`src/rtl/io_uart_if.sv`:
```
// CPU I/O bus window of the serial port: decoded select, word address, strobes and data.
interface io_uart_if;
  logic        sel;
  logic        addr;
  logic        wr;
  logic        rd;
  logic [31:0] din;
  logic [31:0] dout;

  modport master (output sel, addr, wr, rd, din, input dout);
  modport slave  (input sel, addr, wr, rd, din, output dout);
endinterface

```
`src/rtl/io_uart_fifo.sv`:
```
// FIFO-buffered 8N1 UART for the RISC5 I/O space with programmable divisor and sticky error flags.
// Optional interrupt logic is built when UART_IRQ_EN is defined.
module io_uart_fifo #(
  parameter int DEPTH    = 16,
  parameter int DIV_FAST = 216,
  parameter int DIV_SLOW = 1301
) (
  input  logic     clk,
  input  logic     rst,
  io_uart_if.slave bus,
  input  logic     rxd,
  output logic     txd,
  output logic     irq
);
  localparam int AW = (DEPTH > 1) ? $clog2(DEPTH) : 1;
  localparam int CW = AW + 1;
  localparam logic [15:0]   DIV_F = 16'(DIV_FAST);
  localparam logic [15:0]   DIV_S = 16'(DIV_SLOW);
  localparam logic [CW-1:0] FULL  = CW'(DEPTH);

  typedef enum logic [1:0] {IDLE, START, DATA, STOP} st_t;

  logic [15:0] div;
  logic        ovr, ferr;
  logic [1:0]  ie_bits;
  logic [31:0] status;

  logic cpu_wr_data, cpu_wr_ctl, cpu_rd_data, clr;
  assign cpu_wr_data = bus.sel & bus.wr & ~bus.addr;
  assign cpu_wr_ctl  = bus.sel & bus.wr &  bus.addr;
  assign cpu_rd_data = bus.sel & bus.rd & ~bus.addr;
  assign clr         = cpu_wr_ctl & bus.din[30];

  logic din_unused;
  assign din_unused = ^{bus.din[29:16], bus.din[2:1]};

  // ---------------- TX FIFO + FSM ----------------
  logic [7:0]    tx_mem [DEPTH];
  logic [AW-1:0] tx_wp, tx_rp;
  logic [CW-1:0] tx_cnt;
  logic          tx_push, tx_pop, tx_end;
  st_t           tx_st;
  logic [15:0]   tx_div, tx_tmr;
  logic [2:0]    tx_bit;
  logic [7:0]    tx_sh;

  assign tx_end  = (tx_tmr == 16'd0);
  // Starting straight out of the stop bit keeps back-to-back frames gapless.
  assign tx_pop  = (tx_cnt != '0) & ((tx_st == IDLE) | ((tx_st == STOP) & tx_end));
  assign tx_push = cpu_wr_data & ((tx_cnt != FULL) | tx_pop);

  always_ff @(posedge clk)
    if (tx_push) tx_mem[tx_wp] <= bus.din[7:0];

  always_ff @(posedge clk)
    if (!rst) begin
      tx_wp  <= '0;
      tx_rp  <= '0;
      tx_cnt <= '0;
    end else begin
      if (tx_push) tx_wp <= tx_wp + 1'b1;
      if (tx_pop)  tx_rp <= tx_rp + 1'b1;
      case ({tx_push, tx_pop})
        2'b10:   tx_cnt <= tx_cnt + 1'b1;
        2'b01:   tx_cnt <= tx_cnt - 1'b1;
        default: tx_cnt <= tx_cnt;
      endcase
    end

  always_ff @(posedge clk)
    if (!rst) begin
      tx_st  <= IDLE;
      txd    <= 1'b1;
      tx_div <= '0;
      tx_tmr <= '0;
      tx_bit <= '0;
      tx_sh  <= '0;
    end else if (tx_pop) begin
      tx_st  <= START;
      txd    <= 1'b0;
      tx_div <= div;
      tx_tmr <= div;
      tx_sh  <= tx_mem[tx_rp];
    end else if (tx_st != IDLE) begin
      if (!tx_end) tx_tmr <= tx_tmr - 16'd1;
      else begin
        tx_tmr <= tx_div;
        case (tx_st)
          START: begin
            tx_st  <= DATA;
            tx_bit <= '0;
            txd    <= tx_sh[0];
            tx_sh  <= {1'b0, tx_sh[7:1]};
          end
          DATA:
            if (tx_bit == 3'd7) begin
              tx_st <= STOP;
              txd   <= 1'b1;
            end else begin
              tx_bit <= tx_bit + 3'd1;
              txd    <= tx_sh[0];
              tx_sh  <= {1'b0, tx_sh[7:1]};
            end
          default: begin
            tx_st <= IDLE;
            txd   <= 1'b1;
          end
        endcase
      end
    end

  // ---------------- RX FSM + FIFO ----------------
  logic          rx_s1, rx_s2, rx_prev;
  st_t           rx_st;
  logic [15:0]   rx_div, rx_tmr;
  logic [2:0]    rx_bit;
  logic [7:0]    rx_sh;
  logic          rx_smp, rx_done, rx_fe;
  logic [7:0]    rx_mem [DEPTH];
  logic [AW-1:0] rx_wp, rx_rp;
  logic [CW-1:0] rx_cnt;
  logic          rx_push, rx_pop;

  assign rx_smp  = (rx_st != IDLE) & (rx_tmr == 16'd0);
  assign rx_done = rx_smp & (rx_st == STOP) &  rx_s2;
  assign rx_fe   = rx_smp & (rx_st == STOP) & ~rx_s2;
  assign rx_pop  = cpu_rd_data & (rx_cnt != '0);
  assign rx_push = rx_done & ((rx_cnt != FULL) | rx_pop);

  always_ff @(posedge clk)
    if (!rst) begin
      rx_s1   <= 1'b1;
      rx_s2   <= 1'b1;
      rx_prev <= 1'b1;
      rx_st   <= IDLE;
      rx_div  <= '0;
      rx_tmr  <= '0;
      rx_bit  <= '0;
      rx_sh   <= '0;
    end else begin
      rx_s1   <= rxd;
      rx_s2   <= rx_s1;
      rx_prev <= rx_s2;
      if (rx_st == IDLE) begin
        if (rx_prev & ~rx_s2) begin
          rx_st  <= START;
          rx_div <= div;
          rx_tmr <= div >> 1;  // first sample lands mid start bit
        end
      end else if (rx_tmr != 16'd0) begin
        rx_tmr <= rx_tmr - 16'd1;
      end else begin
        rx_tmr <= rx_div;
        if (rx_st == START) begin
          if (rx_s2) rx_st <= IDLE;
          else begin
            rx_st  <= DATA;
            rx_bit <= '0;
          end
        end else if (rx_st == DATA) begin
          rx_sh  <= {rx_s2, rx_sh[7:1]};
          rx_bit <= rx_bit + 3'd1;
          if (rx_bit == 3'd7) rx_st <= STOP;
        end else begin
          rx_st <= IDLE;
        end
      end
    end

  always_ff @(posedge clk)
    if (rx_push) rx_mem[rx_wp] <= rx_sh;

  always_ff @(posedge clk)
    if (!rst) begin
      rx_wp  <= '0;
      rx_rp  <= '0;
      rx_cnt <= '0;
    end else begin
      if (rx_push) rx_wp <= rx_wp + 1'b1;
      if (rx_pop)  rx_rp <= rx_rp + 1'b1;
      case ({rx_push, rx_pop})
        2'b10:   rx_cnt <= rx_cnt + 1'b1;
        2'b01:   rx_cnt <= rx_cnt - 1'b1;
        default: rx_cnt <= rx_cnt;
      endcase
    end

  // ---------------- control / flags ----------------
  logic ovr_set;
  assign ovr_set = (cpu_wr_data & (tx_cnt == FULL) & ~tx_pop) |
                   (rx_done & (rx_cnt == FULL) & ~rx_pop);

  always_ff @(posedge clk)
    if (!rst) begin
      div  <= DIV_S;
      ovr  <= 1'b0;
      ferr <= 1'b0;
    end else begin
      if (cpu_wr_ctl)
        div <= bus.din[31] ? bus.din[15:0] : (bus.din[0] ? DIV_F : DIV_S);
      if (clr) begin
        ovr  <= 1'b0;
        ferr <= 1'b0;
      end else begin
        ovr  <= ovr | ovr_set;
        ferr <= ferr | rx_fe;
      end
    end

`ifdef UART_IRQ_EN
  logic ie_rx, ie_tx;
  always_ff @(posedge clk)
    if (!rst) begin
      ie_rx <= 1'b0;
      ie_tx <= 1'b0;
      irq   <= 1'b0;
    end else begin
      if (cpu_wr_ctl & ~bus.din[31]) begin
        ie_rx <= bus.din[1];
        ie_tx <= bus.din[2];
      end
      irq <= (ie_rx & (rx_cnt != '0)) | (ie_tx & (tx_cnt == '0)) | (ie_rx & (ovr | ferr));
    end
  assign ie_bits = {ie_tx, ie_rx};
`else
  assign irq     = 1'b0;
  assign ie_bits = 2'b00;
`endif

  assign status = {8'h00, 8'(tx_cnt), 8'(rx_cnt), 1'b0, ie_bits,
                   (tx_cnt == '0) & (tx_st == IDLE), ferr, ovr,
                   tx_cnt != FULL, rx_cnt != '0};

  assign bus.dout = bus.addr ? status :
                    ((rx_cnt != '0) ? {24'h0, rx_mem[rx_rp]} : 32'h0);
endmodule

```
`src/flat_wrapper.sv`:
```
// flat-port wrapper written by rule: the top's interface ports become plain ports
module io_uart_fifo_flat 
#(
  parameter int DEPTH    = 16,
  parameter int DIV_FAST = 216,
  parameter int DIV_SLOW = 1301
)
  (clk, rst, rxd, txd, irq, bus_sel, bus_addr, bus_wr, bus_rd, bus_din, bus_dout);
  io_uart_if bus_i ();
  input  logic clk;
  input  logic rst;
  input  logic rxd;
  output logic txd;
  output logic irq;
  input wire logic [$bits(bus_i.sel)-1:0] bus_sel;
  input wire logic [$bits(bus_i.addr)-1:0] bus_addr;
  input wire logic [$bits(bus_i.wr)-1:0] bus_wr;
  input wire logic [$bits(bus_i.rd)-1:0] bus_rd;
  input wire logic [$bits(bus_i.din)-1:0] bus_din;
  output wire logic [$bits(bus_i.dout)-1:0] bus_dout;
  assign bus_i.sel = bus_sel;
  assign bus_i.addr = bus_addr;
  assign bus_i.wr = bus_wr;
  assign bus_i.rd = bus_rd;
  assign bus_i.din = bus_din;
  assign bus_dout = bus_i.dout;
  io_uart_fifo #(.DEPTH(DEPTH), .DIV_FAST(DIV_FAST), .DIV_SLOW(DIV_SLOW)) u_core (.clk(clk), .rst(rst), .bus(bus_i), .rxd(rxd), .txd(txd), .irq(irq));
endmodule
```
`config.mk`:
```
export PLATFORM = sky130hd
export DESIGN_NAME = io_uart_fifo_flat
export DESIGN_NICKNAME = d
export VERILOG_FILES = /design/src/rtl/io_uart_if.sv /design/src/rtl/io_uart_fifo.sv /design/src/flat_wrapper.sv
export SDC_FILE = /design/constraint.sdc
export NUM_CORES = 1
export LEC_CHECK = 0
export CORE_UTILIZATION = 45
export DETAILED_ROUTE_END_ITERATION = 8
export GPL_TIMING_DRIVEN = 0
export SLEW_MARGIN = 20
export SYNTH_ARGS = -nofsm -noshare
export SYNTH_HDL_FRONTEND = slang
export SYNTH_SLANG_ARGS = --single-unit
export TNS_END_PERCENT = 5
```
`constraint.sdc`:
```
create_clock -name clk -period 3.9 [get_ports clk]
set_input_delay 0.975 -clock clk [delete_from_list [all_inputs] [get_ports clk]]
set_output_delay 0.975 -clock clk [all_outputs]
set_load 0.05 [all_outputs]
```
Word-level counts from Yosys, hierarchy flattened
Memory sizes are Yosys's and may differ from the RTL's. A register that Yosys moved wholly into a read port is not among the register bits.
Index checks and enable logic that the tools add are counted.
Storage, ports and cells
  bits in writable memories: 256
  bits of input ports: 39
  register bits: 138
  output and inout bits: 34
  memories kept: 2
  word-level logic and storage cells: 172
Memories
  u_core.rx_mem: words 16, bits a word 8, rd ports 1, clocked after Yosys merged registers in 1, write ports 1, RTL line io_uart_fifo.sv:119  | logic [7:0] rx_mem [DEPTH];
  u_core.tx_mem: words 16, bits a word 8, rd ports 1, clocked after Yosys merged registers in 1, write ports 1, RTL line io_uart_fifo.sv:38  | logic [7:0] tx_mem [DEPTH];
Operators by class
  add/sub/neg operators: 12
  equal/unequal tests: 24
  reductions and logical operators: 28
  muxes and demuxes: 47
  bitwise logic cells: 35
Operator list (number)
  2-to-1 mux 16 bit: 7
  2-to-1 mux 8 bit: 5
  logical NOT 16 bit: 2
  2-to-1 mux 32 bit: 1
  subtractor 16 x 1 -> 16 bit, second input constant: 2
  bitwise AND 1 bit: 21
  case mux 5 bit (2 select lines): 2
  adder 4 x 1 -> 4 bit, second input constant: 4
  2-to-1 mux 2 bit: 8
  2-to-1 mux 4 bit: 4
  case mux 8 bit (2 select lines): 1
  nonzero test 16 bit: 1
  nonzero test 2 bit: 8
  == test 2 bit, second input constant: 6
  2-to-1 mux 3 bit: 4
  AND reduction 4 bit: 3
  2-to-1 mux 1 bit: 11
  2-to-1 mux 11 bit: 1
  adder 5 x 1 -> 5 bit, second input constant: 2
  == test 5 bit, second input constant: 2
  != test 5 bit, second input constant: 2
  nonzero test 5 bit: 2
  subtractor 5 x 1 -> 5 bit, second input constant: 2
  AND reduction 3 bit: 3
  19 further kinds: 42

Depth between registers and ports, before layout
  depth after elaboration: 8
  mapped depth: 19

Worst setup path before layout
No wires, ideal clock.
  kind: register to register
  start point: register u_core.tx_tmr[0]
  end point: register u_core.tx_cnt[4]
  cell stages (with the launch flop): 19
  data required time: 3.772 ns
  period minus slack after synthesis: 3.413 ns
  arrival time: 3.286 ns
  setup slack: 0.487 ns
  buffers on the path: 2
  cell sequence: dfxtp_1 -> inv_1 -> ha_1 -> nor2b_1 -> and3_1 -> a311oi_1 -> nor3_2 -> inv_1 -> buf_2 -> ha_1 -> clkbuf_1 -> xor2_1 -> ha_1 -> inv_1 -> o21ai_0 -> a21o_1 -> a221oi_1 -> xnor2_1 -> nor2_1
Between the ends
  word-level cells in the longest chain between the ends: 8
RTL lines
  from (decl): RTL line io_uart_fifo.sv:43  | logic [15:0] tx_div, tx_tmr;
  from (signal assigned): RTL line io_uart_fifo.sv:82  | tx_tmr <= div;
  from (signal assigned): RTL line io_uart_fifo.sv:85  | if (!tx_end) tx_tmr <= tx_tmr - 16'd1;
  from (signal assigned): RTL line io_uart_fifo.sv:87  | tx_tmr <= tx_div;
  logical NOT 16 bit *: RTL line io_uart_fifo.sv:47  | assign tx_end = (tx_tmr == 16'd0);
  bitwise AND 1 bit *: RTL line io_uart_fifo.sv:49  | assign tx_pop = (tx_cnt != '0) & ((tx_st == IDLE) | ((tx_st == STOP) & tx_end));
  OR 1 bit *: RTL line io_uart_fifo.sv:49
  bitwise AND 1 bit *: RTL line io_uart_fifo.sv:49
  OR 1 bit: RTL line io_uart_fifo.sv:50  | assign tx_push = cpu_wr_data & ((tx_cnt != FULL) | tx_pop);
  bitwise AND 1 bit: RTL line io_uart_fifo.sv:50
  == test 2 x 1 -> 1 bit / == test 2 bit (equally long branches): RTL line io_uart_fifo.sv:63  | case ({tx_push, tx_pop})
  case mux 5 bit (2 select lines) / nonzero test 2 bit (equally long branches)
  to (signal assigned): RTL line io_uart_fifo.sv:64  | 2'b10: tx_cnt <= tx_cnt + 1'b1;
  to (signal assigned): RTL line io_uart_fifo.sv:65  | 2'b01: tx_cnt <= tx_cnt - 1'b1;
  to (signal assigned): RTL line io_uart_fifo.sv:66  | default: tx_cnt <= tx_cnt;
  to (decl): RTL line io_uart_fifo.sv:40  | logic [CW-1:0] tx_cnt;
Mark *: on every way between the ends. The rest lies on a longest branch, timed or not.
A chain may end at the register's enable or synchronous reset.

==> impl_metrics.env <==
export IMPL_status="complete, but fails checks"
export IMPL_violations="negative setup slack"
export IMPL_firstDrtPassIters=5
export IMPL_post_synth_num_cell_types=72
export IMPL_r2r_cells=19
export IMPL_clock_latency_ns=0.57
export IMPL_p_leak_nw=6.815
export IMPL_grt_pass1_wl_mm=64.58
export IMPL_period_share=1.006
export IMPL_drive_gt1_frac=0.1588
export IMPL_hold_start="u_core.rx_s1"
export IMPL_peakVddDrop_uv=359.0
export IMPL_io_pins=73
export IMPL_wire_per_inst_um=21.10
export IMPL_cts_buffers=44
export IMPL_dpl_worst_slack_ns=-0.6447
export IMPL_synth_seq_cells=402
export IMPL_vias=11060
export IMPL_gp_congestion=0.8800
export IMPL_cts_root_buf="clkbuf_16"
export IMPL_fmax_mhz=254.8
export IMPL_critPathArrivalTime_ns=2.95
export IMPL_slew_violations=0
export IMPL_cts_tree="built"
export IMPL_cp_start_kind="register"
export IMPL_synth_avg_cell_area_um2=12.80
export IMPL_netlist_instances=1344
export IMPL_cp_slowest_cell="mux4_2"
export IMPL_hold_path_end="u_core.rx_s2"
export IMPL_critPathMaxFanout=10
export IMPL_synthArstFlopShare=0
export IMPL_grtUsageMet1=0.2977
export IMPL_die_area_mm2=0.03901
export IMPL_grt_met3_usage=0.02937
export IMPL_postRouteAntennaNets=0
export IMPL_grt_usage=0.2222
export IMPL_busiest_layer="met2"
export IMPL_drcViolationCount=0
export IMPL_totalWireLength_mm=42.14
export IMPL_vias_per_cell=5.538
export IMPL_chipWidth_um=197.5
export IMPL_min_path_type="reg -> reg"
export IMPL_grt_max_degree=20
export IMPL_power_density_mw_per_mm2=596.3
export IMPL_syn_cell_area_mm2=0.01720
export IMPL_r2r_setup_slack_ns=0.19
export IMPL_rsz0062_at_grt="yes"
export IMPL_min_period_ns=3.924
export IMPL_layout_setup_ws_ns=-0.02429
export IMPL_setup_violations=1
export IMPL_crit_path_max_incr_delay_ns=0.55
export IMPL_h_tree_depth=2
export IMPL_first_iter_violations=963
export IMPL_die_h_um=197.5
export IMPL_cts_sinks=402
export IMPL_path_cells="buf_4 -> mux4_2 -> mux4_2 -> o22a_1 -> clkdlybuf4s15_2"
export IMPL_required_ns=2.92
export IMPL_path_clk_slew_ns=0.06
export IMPL_cts_buffer_depth=3
export IMPL_reg2reg_from="u_core.tx_tmr[0]"
export IMPL_tightest_slew_ns=1.081
export IMPL_worstSetupPathType="reg -> out"
export IMPL_io_buffers=42
export IMPL_max_slew_margin_rel=0.2764
export IMPL_synth_flop_cell="edfxtp_1"
export IMPL_initial_utilization=0.4567
export IMPL_nFillCells=3256
export IMPL_stdcell_area_mm2=0.01986
export IMPL_grt_remaining_overflow=0
export IMPL_whs_path_depth=1
export IMPL_yosysSeqAreaShare=0.6168
export IMPL_finClkSkew_ns=0.01774
export IMPL_maxCapViolations=0
export IMPL_yosys_warnings=0
export IMPL_final_nets=1521
export IMPL_hold_viol=0
export IMPL_dpl_hpwl_mm=28.48
export IMPL_r2r_end="u_core.tx_cnt[4]"
export IMPL_timing_critical_path_mode_cell="mux4_2"
export IMPL_area_growth_pct=15.47
export IMPL_antenna_found_initial=1
export IMPL_synth_edf_count=256
export IMPL_hold_buffers=0
export IMPL_dpl_cell_area_mm2=0.01838
export IMPL_diodes=0
export IMPL_core_mm2=0.03767
export IMPL_met2_usage=0.3728
export IMPL_grt_pass1_vias=10890
export IMPL_rows=71
export IMPL_cp_end_kind="primary output"
==> repair_timing <==
item / 4_1_cts / 5_1_grt
pin swaps: 1 / 2
resized for setup: 44 / 17
cloned: 0 / 0
buffers inserted: 0 / 2
setup endpoints to repair: 18 / 11
==> final cells by class <==
| cell class | instances | area [um^2] | area share |
|---|---|---|---|
| Buffer | 90 | 461.7 | 0.02324 |
| Multi-Input combinational cell | 837 | 6173 | 0.3108 |
| Tap cell | 511 | 639.4 | 0.03219 |
| Clock buffer | 61 | 1215 | 0.06116 |
| Sequential cell | 402 | 10610 | 0.5342 |
| Inverter | 28 | 107.6 | 0.005417 |
| Clock inverter | 19 | 165.2 | 0.008314 |
| Timing Repair Buffer | 49 | 490.5 | 0.02469 |
==> cells in the mapped netlist (all sizes together), types with 2 or more instances <==
cell	number	share of area
and2	16	0.0058
o21ai	43	0.013
nor4	8	0.0050
inv	28	0.0063
nand2	175	0.038
a21oi	93	0.027
xnor2	15	0.0076
a21o	3	0.0013
mux2i	26	0.015
a211o	4	0.0020
nand3	28	0.0081
o2bb2ai	4	0.0020
clkbuf	51	0.011
nor2b	10	0.0036
edfxtp	256	0.45
a211oi	6	0.0026
o32ai	2	0.0015
o311ai	2	0.0010
dfxtp	146	0.17
a22oi	2	0.00087
mux2	10	0.0065
nand4	8	0.0029
nor3b	4	0.0020
buf	40	0.014
a21boi	2	0.00087
and3	9	0.0033
a311oi	2	0.0010
or2	4	0.0016
nand3b	2	0.00087
o22ai	10	0.0036
ha	29	0.021
mux4	72	0.094
o21a	6	0.0026
nor2	105	0.023
or4	4	0.0020
or3	10	0.0045
a221oi	2	0.0010
o211ai	17	0.0074
xor2	15	0.0076
nor3	36	0.014
a31oi	15	0.0055
nand2b	10	0.0036
o31a	2	0.0010
==> worst max-delay path: cells and delay by family (launching register included) <==
family | cells | cell delay [ns]
compound gates | 1 | 0.26
flops | 1 | 0.43
mux | 2 | 1.04
buf+inv | 2 | 0.65
==> state kept, by name, indices dropped and copies added, names as in the netlist, 8 cells and up, named ones only <==
register,cells
u_core.tx_tmr,16
u_core.rx_tmr,16
u_core.div,16
u_core.tx_div,16
u_core.rx_sh,8
u_core.rx_div,16
u_core.rx_mem,128
u_core.tx_mem,128
u_core.tx_sh,8
==> cell usage in the layout, fill, tap and decap left out, types with 27 or more instances in the layout <==
cell,count
edfxtp_1,256
nand2_1,174
dfxtp_1,145
nor2_1,102
a21oi_1,93
mux4_2,72
clkbuf_1,55
clkbuf_16,44
o21ai_0,40
ha_1,29
nand3_1,28
inv_1,27
buf_4,27
==> logic make-up (layout without fill, tap and decap cells) <==
kind of cell | after synthesis | in the layout | synth area share
simple gates | 431 | 431 | 0.1195
flops | 402 | 402 | 0.6168
compound gates | 223 | 223 | 0.07841
buf+inv | 119 | 247 | 0.03164
mux | 108 | 108 | 0.1159
fa+ha+maj | 30 | 30 | 0.02226
xor+xnor | 30 | 30 | 0.01527
other cells | 1 | 15 | 0.0002180
==> per-stage QoR <==
stage	instances	power [W]	hold WS, ns	TNS, ns	util
2_1_floorplan	1358	0.007122	0.3863	0	-
3_5_place_dp	1916	0.007900	0.3997	-16.91	0.4879
5_1_grt	1997	0.01240	0.4512	-0.8151	0.5274
4_1_cts	1995	0.01189	0.4183	-0.2027	0.5257
3_3_place_gp	1911	0.007877	0.3977	-33.65	0.4862
6_report	1997	0.01185	0.4135	-0.02429	0.5274
==> per-layer routing <==
layer | routed length (um) | share of wire | vias up
met5 | 13 | 0.00031 | -
met4 | 1152 | 0.027 | 2
met3 | 2049 | 0.049 | 85
met2 | 20450 | 0.49 | 317
met1 | 18470 | 0.44 | 5491
li1 | - | - | 5165
==> how the worst max path moves through the flow <==
| stage | from | slack [ns] | endpoint |
|---|---|---|---|
| after global placement | bus_addr | -0.67 | u_core.rx_mem[3][3] |
| after floorplan | u_core.tx_tmr[0] | 0.49 | u_core.tx_cnt[4] |
| after CTS | register | -0.05 | bus_dout[0] |
| after detailed placement | bus_addr | -0.64 | u_core.rx_cnt[4] |
| final | register | -0.02 | bus_dout[0] |
| after global routing | register | -0.11 | bus_dout[2] |
==> power breakdown <==
| group | internal [W] | switching, W |
|---|---|---|
| clock | 0.00232 | 0.00168 |
| combinational | 0.00117 | 0.00177 |
| sequential | 0.00471 | 0.000201 |
| total | 0.00820 | 0.00365 |
Power figures use the tool's default switching activity.
==> RTL change (same settings) <==
`DEPTH` is set to 16 in 2 places; all go to 64.
--- a/src/rtl/io_uart_fifo.sv
+++ b/src/rtl/io_uart_fifo.sv
@@ -1,7 +1,7 @@
 // FIFO-buffered 8N1 UART for the RISC5 I/O space with programmable divisor and sticky error flags.
 // Optional interrupt logic is built when UART_IRQ_EN is defined.
 module io_uart_fifo #(
-  parameter int DEPTH    = 16,
+  parameter int DEPTH    = 64,
   parameter int DIV_FAST = 216,
   parameter int DIV_SLOW = 1301
 ) (
--- a/src/flat_wrapper.sv
+++ b/src/flat_wrapper.sv
@@ -1,7 +1,7 @@
 // flat-port wrapper written by rule: the top's interface ports become plain ports
 module io_uart_fifo_flat 
 #(
-  parameter int DEPTH    = 16,
+  parameter int DEPTH    = 64,
   parameter int DIV_FAST = 216,
   parameter int DIV_SLOW = 1301
 )
Function: same outputs for any inputs over 4 cycles, from zero or initial values and one cycle with rst low; that may be too few to reach the edited logic, so the function may still have changed.
==> RTL change against the unedited design <==
The flow still finishes with violations (negative setup slack). Total power rose to 2.6 times the old value. Sequential cell count up 784. Register-to-register slack worse by 0.11 ns. Cell area rose to 2.7 times the old value. Non-clock buffer count up 97. Wire length rose to 2.9 times the old value. Area after synthesis rose to 2.8 times the old value. Synthesized cell count up 110%. Die area rose to 2.7 times the old value. Clock power rose to 2.9 times the old value. Worst setup slack worse by 0.30 ns. Cell count up 120%. Utilization down 0.44 points. Largest power group unchanged. Highest routed layer is now met4.
==> RTL change: results (changes against the unedited design) <==
metric	value	unit	change
Initial Utilization	45.6	%	-0.091 points
largest net degree at the start of global routing	68		+240%
Worst-Margin Slew	1.03	ns	-0.0530 ns
Clk Latency, worst-skew pair	0.73	ns	+0.16 ns
GPL Wtd Cong	0.921		+4.6%
layout net count	3022		+99%
status	finished with violations		
Setup WS post-layout	-0.324	ns	-0.300 ns
critical path's slowest cell	mux4_2		
failing checks	negative setup slack		
DR WL/cell	27.3	µm	+29%
Leak	17.1	nW	+150%
number of global-route vias before repair	26100		+140%
Finish-stage setup viols	8		+7
peak supply drop	0.454	mV	+26%
I/O Buffers	46		+9.5%
sequential share of the synthesized area	71.7	%	+10 points
Cell Area, Placed	49700	µm²	+170%
initial drt markers	2941		+210%
biggest regs	u_core.rx_mem x512, u_core.tx_mem x512		
pre-CTS setup slack	-1.33	ns	-0.686 ns
Fill cells	8362		+160%
Synth area leaders	edfxtp_1 65%, mux4_2 12%, dfxtp_1 6.8%		
Post-synth EDFFs	1024		+300%
share of layout cells above drive strength 1	20.8	%	+4.9 points
Max H-tree Level	3		+1
Final HPWL DP	78800	µm	+180%
WP data arrival	3.25	ns	+0.30 ns
Via density	5.93		+7.1%
TritonRoute pass-1 iters	6		+1
Peak Freq	237	MHz	-7.1%
Unique masters post-synth	77		+6.9%
clk_skew	0.0373	ns	+0.0195 ns
HP Class	register to register		
Inserted Clock Buffers	118		+170%
Synth top cells by count	1024 x edfxtp_1, 254 x mux4_2, 231 x nor2_1		
global-route wire length before repair	176000	µm	+170%
post-route cell area	54400	µm²	+170%
[RTL change: cell families (layout without fill, tap and decap cells)]
family | Yosys count | in the layout | share of synthesized area, %
compound gates | 322 | 322 | 4.46
other cells | 1 | 11 | 0.00792
xor+xnor | 37 | 37 | 0.684
fa+ha+maj | 17 | 17 | 0.449
buf+inv | 183 | 472 | 1.74
simple gates | 672 | 672 | 6.80
mux | 350 | 350 | 14.1
flops | 1186 | 1186 | 71.7
[RTL change: timing repair]
item / CTS / global route
buffers inserted: 3 / 17
resized for setup: 247 / 42
hold buffers: 0 / 0
setup endpoints to repair: 94 / 82
pin swaps: 4 / 14
gates cloned: 0 / 1
endpoints found under the hold margin: 0 / 0
[RTL change: area by class of cell]
type                       instances  share of cell area [%]
clock inverter                    78                    1.47
tap                             1380                    3.18
inverter                          15                   0.104
buffer                           165                    2.05
clock buffer                     143                    5.70
multi-input combinational       1409                    23.5
timing repair buffer              71                    1.39
sequential                      1186                    62.6
[RTL change: per-stage QoR]
step,cells,power (mW),hold slack (ns),setup TNS (ns)
6_report,4447,30.6,0.394,-2.07
5_1_grt,4447,31.6,0.436,-4.07
4_1_cts,4431,30.7,0.398,-2.38
3_5_place_dp,4208,19.4,0.402,-573.17
3_3_place_gp,4204,19.3,0.396,-539.89
2_1_floorplan,2778,17.8,0.386,0
[RTL change: critical path, delay by kind of cell, from the launching register on]
| family | cells | cell delay (ns) |
|---|---|---|
| DFF | 1 | 0.40 |
| buffers and inverters | 4 | 0.64 |
| muxes | 2 | 1.05 |
| AOI/OAI and AO/OA | 2 | 0.42 |
[RTL change: final timing paths]
kind	endpoint	slack, ns	cells past startpoint
setup reg to reg	u_core.tx_mem[33][6]	0.08	9
setup / recovery	bus_dout[6]	-0.32	8
hold / removal	u_core.rx_s2	0.39	1
hold reg to reg	u_core.rx_s2	0.39	1
[RTL change: per-layer routing]
metal / part of all wire, % / vias up / GRT usage [%] / wire [µm]
met2: 47 / 1100 / 36.0 / 57500
met4: 3.3 / 0 / 7.39 / 3970
li1: - / 11400 / - / -
met1: 42 / 13700 / 32.0 / 51100
met5: 0 / - / 0 / 0
met3: 7.2 / 224 / 3.55 / 8780
[RTL change: report_power, final]
group / switching [mW] / leakage (nW) / internal [mW]
logic: 3.03 / 4.53 / 2.01
clock network: 4.83 / 1.88 / 6.57
registers: 0.252 / 10.7 / 13.9
